**src/rtl/scan_reg_bridge.sv**
```systemverilog
// Serial scan-port to register-block command bridge: 32-bit frames become writes or reads.
// Optional odd-parity frame checking is enabled by defining SCAN_PARITY_EN.
module scan_reg_bridge #(
  parameter int unsigned TIMEOUT = 15
) (
  input  logic        clk,
  input  logic        rst_n,
  input  logic        scan_en,
  input  logic        scan_in,
  input  logic        scan_upd,
  output logic        scan_out,
  output logic        reg_wen,
  output logic        reg_ren,
  output logic [16:0] reg_cr_wdata,
  input  logic [16:0] reg_cr_rdata,
  input  logic [14:0] reg_sr_rdata,
  input  logic        reg_ready,
  output logic        busy,
  output logic        err
);

  typedef enum logic [1:0] {
    ST_IDLE  = 2'd0,
    ST_WRITE = 2'd1,
    ST_READ  = 2'd2
  } state_t;

  localparam logic [1:0] OP_NOP   = 2'b00;
  localparam logic [1:0] OP_WRITE = 2'b01;
  localparam logic [1:0] OP_READ  = 2'b10;
  // The count starts at 0 on entry, so READ lasts exactly TIMEOUT cycles.
  localparam logic [7:0] TIMEOUT_LAST = 8'(TIMEOUT - 32'd1);

  state_t      state_r;
  state_t      state_s;
  logic [31:0] sh_r;
  logic [31:0] sh_s;
  logic [7:0]  cnt_r;
  logic [7:0]  cnt_s;
  logic [16:0] wdata_r;
  logic [16:0] wdata_s;
  logic        err_r;
  logic        err_s;
  logic        wen_r;
  logic        wen_s;
  logic        ren_r;
  logic        ren_s;
  logic        busy_r;
  logic        busy_s;
  logic [1:0]  op_s;
  logic        frame_ok_s;
  logic        upd_go_s;
  logic        timeout_s;
  logic        conflict_s;
  logic        err_set_s;
  logic        err_clr_s;

`ifdef SCAN_PARITY_EN
  function automatic logic frame_parity_ok(input logic [31:0] frame);
    return ^{frame[31:29], frame[16:0]};
  endfunction

  assign frame_ok_s = frame_parity_ok(sh_r);
`else
  assign frame_ok_s = 1'b1;
`endif

  assign op_s       = sh_r[31:30];
  assign upd_go_s   = (state_r == ST_IDLE) && scan_upd && !scan_en;
  assign timeout_s  = (cnt_r == TIMEOUT_LAST);
  assign conflict_s = (state_r != ST_IDLE) && (scan_en || scan_upd);

  // State register
  always_ff @(posedge clk or negedge rst_n) begin
    if (!rst_n) begin
      state_r <= ST_IDLE;
    end else begin
      state_r <= state_s;
    end
  end

  // Next-state decode
  always_comb begin
    state_s = state_r;
    case (state_r)
      ST_IDLE: begin
        if (upd_go_s && frame_ok_s && (op_s == OP_WRITE)) begin
          state_s = ST_WRITE;
        end else if (upd_go_s && frame_ok_s && (op_s == OP_READ)) begin
          state_s = ST_READ;
        end else begin
          state_s = ST_IDLE;
        end
      end
      ST_WRITE: state_s = ST_IDLE;
      ST_READ: begin
        if (reg_ready || timeout_s) begin
          state_s = ST_IDLE;
        end else begin
          state_s = ST_READ;
        end
      end
      default: state_s = ST_IDLE;
    endcase
  end

  // Shift register, timeout counter, write data and error flag next values
  always_comb begin
    sh_s      = sh_r;
    cnt_s     = cnt_r;
    wdata_s   = wdata_r;
    err_set_s = conflict_s;
    err_clr_s = 1'b0;
    case (state_r)
      ST_IDLE: begin
        cnt_s = 8'd0;
        if (scan_en) begin
          sh_s = {scan_in, sh_r[31:1]};
          if (scan_upd) begin
            err_set_s = 1'b1;
          end else begin
            err_set_s = 1'b0;
          end
        end else if (scan_upd) begin
          if (!frame_ok_s) begin
            // A corrupted NOP neither sets nor clears the flag.
            err_set_s = (op_s != OP_NOP);
          end else begin
            case (op_s)
              OP_NOP:   err_clr_s = 1'b1;
              OP_WRITE: wdata_s   = sh_r[16:0];
              OP_READ:  cnt_s     = 8'd0;
              default:  err_set_s = 1'b1;
            endcase
          end
        end else begin
          err_set_s = 1'b0;
        end
      end
      ST_WRITE: begin
        cnt_s = 8'd0;
      end
      ST_READ: begin
        if (reg_ready) begin
          sh_s  = {reg_sr_rdata, reg_cr_rdata};
          cnt_s = 8'd0;
        end else if (timeout_s) begin
          err_set_s = 1'b1;
          cnt_s     = 8'd0;
        end else begin
          cnt_s = cnt_r + 8'd1;
        end
      end
      default: begin
        cnt_s = 8'd0;
      end
    endcase

    if (err_set_s) begin
      err_s = 1'b1;
    end else if (err_clr_s) begin
      err_s = 1'b0;
    end else begin
      err_s = err_r;
    end
  end

  // Output decode from the upcoming state so strobes are registered
  always_comb begin
    wen_s  = 1'b0;
    ren_s  = 1'b0;
    busy_s = 1'b0;
    case (state_s)
      ST_IDLE: begin
        wen_s  = 1'b0;
        ren_s  = 1'b0;
        busy_s = 1'b0;
      end
      ST_WRITE: begin
        wen_s  = 1'b1;
        busy_s = 1'b1;
      end
      ST_READ: begin
        ren_s  = 1'b1;
        busy_s = 1'b1;
      end
      default: begin
        wen_s  = 1'b0;
        ren_s  = 1'b0;
        busy_s = 1'b0;
      end
    endcase
  end

  // Datapath and output registers
  always_ff @(posedge clk or negedge rst_n) begin
    if (!rst_n) begin
      sh_r    <= 32'd0;
      cnt_r   <= 8'd0;
      wdata_r <= 17'd0;
      err_r   <= 1'b0;
      wen_r   <= 1'b0;
      ren_r   <= 1'b0;
      busy_r  <= 1'b0;
    end else begin
      sh_r    <= sh_s;
      cnt_r   <= cnt_s;
      wdata_r <= wdata_s;
      err_r   <= err_s;
      wen_r   <= wen_s;
      ren_r   <= ren_s;
      busy_r  <= busy_s;
    end
  end

  assign scan_out     = sh_r[0];
  assign reg_wen      = wen_r;
  assign reg_ren      = ren_r;
  assign reg_cr_wdata = wdata_r;
  assign busy         = busy_r;
  assign err          = err_r;

endmodule

```
**config.mk**
```make
export PLATFORM = sky130hd
export DESIGN_NAME = scan_reg_bridge
export DESIGN_NICKNAME = d
export VERILOG_FILES = /design/src/rtl/scan_reg_bridge.sv
export SDC_FILE = /design/constraint.sdc
export NUM_CORES = 1
export LEC_CHECK = 0
export ABC_AREA = 0
export CAP_MARGIN = 25
export CORE_MARGIN = 2
export CORE_UTILIZATION = 60
export DETAILED_ROUTE_END_ITERATION = 10
export DONT_BUFFER_PORTS = 1
export PLACE_DENSITY = 0.72
export SETUP_SLACK_MARGIN = 0.02
export SYNTH_ARGS = -nofsm -noshare
export SYNTH_HDL_FRONTEND = slang
export SYNTH_SLANG_ARGS = --single-unit
```
**constraint.sdc**
```tcl
create_clock -name clk -period 3.6 [get_ports clk]
set_clock_uncertainty 0.15 [all_clocks]
set_input_delay 0.72 -clock clk [delete_from_list [all_inputs] [get_ports clk]]
set_output_delay 0.72 -clock clk [all_outputs]
set_load 0.02 [all_outputs]
```
==> Yosys cells after proc, flatten, opt, wreduce, memory -nomap -nowiden <==
Index checks and enable logic that the tools add are counted.
{ "totals": {"regBits": 63, "latch_bits": 0, "ram_bits": 0, "romBits": 0, "inputBits": 38, "output_inout_bits": 22, "mem_count": 0} }
{ "classes": {"add_sub_neg": 1, "multipliers": 0, "div_mod_pow": 0, "magnitude_cmp": 0, "n_eq_ne": 8, "n_shift": 0, "mux": 26, "bitwise_logic": 1, "reduce_logical": 17} }
{ "ops": {"columns": ["op", "n"], "rows": [
  ["two-way mux 32 bit", 2],
  ["one-hot mux 32 bit (2 select lines)", 1],
  ["two-way mux 8 bit", 3],
  ["two-way mux 1 bit", 15],
  ["adder 8 x 1 -> 8 bit (second input constant)", 1],
  ["== test 8 x 4 -> 1 bit (second input constant)", 1],
  ["== test 2 bit (second input constant)", 3],
  ["two-way mux 2 bit", 3],
  ["nonzero test 2 bit", 3],
  ["logical AND 1 bit", 5],
  ["== test 2 x 1 -> 1 bit (second input constant)", 2],
  ["zero test 2 bit", 2],
  ["!= test 2 bit (second input constant)", 2],
  ["one-hot mux 2 bit (2 select lines)", 1],
  ["AND reduction 4 bit", 1],
  ["AND reduction 3 bit", 1],
  ["OR reduction 3 bit", 1],
  ["logical OR 1 bit", 2],
  ["one-hot mux 1 bit (2 select lines)", 1],
  ["OR reduction 2 bit", 1],
  ["zero test 1 bit", 1],
  ["inverter 1 bit", 1]
]} }

==> Logic depth before layout (Yosys ltp) <==
{ "logic_depth": {"ltp_word": 10, "depth_mapped": 7, "depth_no_buf": 7} }

==> Worst setup path after synthesis <==
OpenSTA, ideal clock, no wires.
{ "synth_path": {"path_type": "input to register", "from": "input scan_en", "to": "register busy_r (netlist: busy)", "setup_time_ps": 63, "t_arrival_ps": 1733, "required_time_ps": 3387, "slack_ps": 1654, "stages": 4, "cell_sequence": "or4b_1 o21ai_0 ha_1 inv_1"} }
{ "synth_via": {"elab_chain_len": 9} }
{ "synth_rtl": {"columns": ["element", "line", "text"], "rows": [
  ["start, declared", "8", "input logic scan_en,"],
  ["zero test 1 bit (*)", "69", "assign upd_go_s = (state_r == ST_IDLE) && scan_upd && !scan_en;"],
  ["logical AND 1 bit (*)", "69", null],
  ["logical AND 1 bit", "89", "end else if (upd_go_s && frame_ok_s && (op_s == OP_READ)) begin"],
  ["two-way mux 2 bit", "89", null],
  ["two-way mux 2 bit (*)", "87", "if (upd_go_s && frame_ok_s && (op_s == OP_WRITE)) begin"],
  ["one-hot mux 2 bit (2 select lines) (*)", "85", "case (state_r)"],
  ["net state_s[1]", "35", "state_t state_s;"],
  ["== test 2 bit / == test 2 x 1 -> 1 bit (equally long branches)", "173", "case (state_s)"],
  ["OR reduction 2 bit (no source line) (*)", null, null],
  ["two-way mux 1 bit (*)", "173", null],
  ["net busy_s", "49", "logic busy_s;"],
  ["end signal, assigned", "212", "busy_r <= busy_s;"],
  ["end, declared", "48", "logic busy_r;"]
]} }
The timed path passes the listed nets; every way through them passes the cells marked *.
A chain may end at the register's enable or synchronous reset.

==> Final worst setup path <==
{ "layout_path": {"from": "register state_r[1]", "to": "register sh_r[23]"} }
{ "layout_via": {"elab_chain_len": 3} }
{ "layout_rtl": {"columns": ["element", "line", "text"], "rows": [
  ["start, declared", "34", "state_t state_r;"],
  ["start signal, assigned", "78", "state_r <= state_s;"],
  ["== test 2 bit / zero test 2 bit (equally long branches)", "114", "case (state_r)"],
  ["!= test 2 bit (no source line) / nonzero test 2 bit (equally long branches)", null, null],
  ["AND reduction 3 bit (no source line)", null, null],
  ["end signal, assigned", "206", "sh_r <= sh_s;"],
  ["end, declared", "36", "logic [31:0] sh_r;"]
]} }
Several ways; a longest one is shown, not always the timed one.

==> results.py <==
metrics = {
    "critical_path": {
        "timing.rr.end": "sh_r[23]",
        "r2r_setup_slack_ns": 1.36,
        "cp-end-kind": "flip-flop",
        "path_max_fanout": 18,
        "rr_worst_depth": 4,
        "worst-endpoint-required_ns": 3.67,
        "critPathLaunchType": "flip-flop",
        "worstSetupPathType": "flip-flop to flip-flop",
        "timing.rr.start": "state_r[1]",
        "arrival_ns": 2.31,
    },
    "logic_synthesis": {
        "ys_warn_count": 0,
        "synth_top_family_by_area": "multiplexers",
        "synth_seq_cells": 63,
        "syn_avg_cell_area_um2": 14.1,
        "yosysSeqAreaShare": 0.545,
        "yosys.area_share.xor_xnor": 0.00909,
        "yosys.area_share.simple": 0.0532,
        "yosys.area_share.adder": 0.0173,
        "synth_cell_types": 30,
        "syn_area_um2": 2890,
        "synth_fp_nets": 247,
        "synthMuxAreaShare": 0.315,
        "post_synth_inst_count": 205,
        "synth-compound-area-share": 0.0338,
    },
    "floorplanning": {
        "initial_core_util": 0.616,
        "num_rows": 25,
        "design.core.area_um2": 4690,
        "io-pin-count": 60,
        "dieArea_um2": 5390,
        "die_y_um": 73.4,
        "die_w_um": 73.4,
    },
    "placement": {
        "io_buffers": 0,
        "place_congestion": 0.787,
        "place_area_um2": 2930,
        "dp_hpwl_mm": 3.53,
        "place_inst": 253,
    },
    "route": {
        "drt_iter0_markers": 79,
        "vias": 1659,
        "wl_per_cell_um": 19.2,
        "drt_first_pass_iters": 4,
        "drc_errors": 0,
        "routed_wl_mm": 5.18,
        "viasPerCell": 6.14,
        "drtAntennaViolNets": 0,
    },
    "cells_and_area": {
        "drive_gt1_frac": 0.310,
        "regArea_um2": 1580,
        "antenna_cells": 0,
        "final_common_cell": "dfrtp_1",
        "layout_common_cells": "dfrtp_1, mux2_2, mux2_1, clkbuf_8, nor2_1",
        "fillers": 342,
        "multi_input_area_um2": 1250,
        "design_area_um2": 3180,
        "final_cell_count_no_fill": 270,
        "fin_nets": 253,
        "area_growth_pct": 9.87,
    },
    "clock_network": {
        "post_cts_buffers": 0,
        "cts.clk_slew.worst_paths_ns": 0.07,
        "cts_tree": "built",
        "cts_made_buffers": 9,
        "cts_root_buf": "clkbuf_8",
        "clock-sinks": 63,
        "clockBufferDepth": 2,
        "h-tree-depth": 3,
        "clk_latency_ns": 0.34,
        "post_cts_resized": 0,
    },
    "power_and_ir_drop": {
        "internal_power_mw": 1.82,
        "p_sw_uw": 819,
        "pwr-share-seq": 0.502,
        "p_clk_frac": 0.259,
        "netSwitchingFraction": 0.310,
        "power_density_nw_per_um2": 831,
        "power_frac_comb": 0.239,
        "ir_worst_vdd_uv": 442,
        "leakage_nw": 1.40,
    },
    "timing": {
        "slew_headroom": 0.622,
        "period_needed_ns": 2.24,
        "fmaxAchievable_mhz": 446,
        "rsz0062_at_grt": "false",
        "period_share": 0.623,
        "finalMaxSlewViolations": 0,
        "fin_setup_tns_ns": 0,
        "tightest_slew_ns": 0.566,
        "setup_viol": 0,
        "finalHoldViolCount": 0,
    },
    "outcome": {
        "status": "complete, no violations",
    },
    "global_route": {
        "track_usage": 0.221,
        "grt_pass1_wl_mm": 8.62,
        "gr-total-overflow": 0,
        "antenna_found_initial": 0,
        "grt_pass1_vias": 1723,
        "grt_max_degree": 64,
    },
    "flow_run": {
        "cap_viol_max_count": 0,
    },
    "hold_path": {
        "min_path_type": "input port to async pin",
    },
}
[stage by stage]
step	power, mW	setup slack, ns	util	hold slack, ns
after floorplan	1.81	1.65	-	0.274
after CTS	2.67	1.35	0.677	0.0957
after detailed placement	1.96	1.23	0.623	0.276
after global routing	2.80	1.23	0.677	0.0969
after global placement	1.90	1.31	0.623	0.276
final	2.64	1.36	0.677	0.0898
[worst max path at each step]
stage	from	end	slack (ns)	cells after the start
floorplan	scan_en	busy	1.65	4
global placement	reg_ready	sh_r[23]	1.31	4
detailed placement	reg_ready	sh_r[12]	1.23	4
CTS	state_r[1]	sh_r[23]	1.35	4
global route	state_r[1]	sh_r[23]	1.23	4
finish	state_r[1]	sh_r[23]	1.36	4
[kinds of logic (layout without fill, tap and decap cells)]
logic type / Yosys count / count (layout)
flops: 63 / 63
simple gates: 26 / 26
xor+xnor: 3 / 3
compound gates: 15 / 15
fa+ha+maj: 4 / 4
mux: 81 / 81
buf+inv: 13 / 24
[power by group through the flow]
stage / Sequential (mW) / Combinational (mW) / Clock (mW)
6_report: 1.32 / 0.632 / 0.684
5_1_grt: 1.37 / 0.703 / 0.731
4_1_cts: 1.33 / 0.643 / 0.699
3_5_place_dp: 1.34 / 0.623 / 0
3_3_place_gp: 1.32 / 0.584 / 0
2_1_floorplan: 1.26 / 0.548 / 0
[per-layer routing]
layer,wire [um],track usage
met1,2140,0.273
met2,2570,0.333
met3,358,0.0823
met4,109,0.125
met5,0,0
[state kept, by name, summed over array words and instances (netlist names)]
| register | flops |
|---|---|
| busy | 1 |
| cnt_r | 8 |
| err | 1 |
| reg_cr_wdata | 17 |
| reg_ren | 1 |
| reg_wen | 1 |
| sh_r | 32 |
| state_r | 2 |
[synthesized netlist by cell type, drive strengths merged]
library cell  instances  area share
o21a                  1      0.0026
or4b                  1      0.0035
buf                   8       0.020
dfrtp                63        0.55
nand3                 4      0.0069
nor2b                 2      0.0043
a211oi                1      0.0026
o31ai                 2      0.0052
o211ai                2      0.0069
a21o                  1      0.0026
nor2                  7      0.0091
nand2                 2      0.0035
nor4b                 1      0.0052
nand4                 1      0.0022
mux2                 79        0.31
ha                    4       0.017
or3                   4      0.0087
mux2i                 2      0.0069
o21ai                 5      0.0087
or4                   1      0.0026
nand2b                2      0.0043
xor2                  2      0.0061
nand4b                1      0.0030
xnor2                 1      0.0030
a21oi                 3      0.0052
inv                   5      0.0065
[layout make-up]
cell class | count | share of cell area
well taps | 54 | 0.0213
inverters | 5 | 0.00591
clock inverters | 3 | 0.0205
repair buffers | 3 | 0.0134
multi-input cells | 129 | 0.393
flip-flops and latches | 63 | 0.496
clock buffers | 13 | 0.0500
[timing repair]
action,in CTS,in global routing
endpoints found under the setup margin,0,0
hold buffers,1,0
endpoints found under the hold margin,63,0
[worst max-delay path, stage by stage, from the launching register on]
cell and delay (ns):
dfrtp_1 0.47, nor2b_4 0.51, buf_4 0.36, mux2_1 0.37, mux2_2 0.27
(Power assumes the default switching activity.)
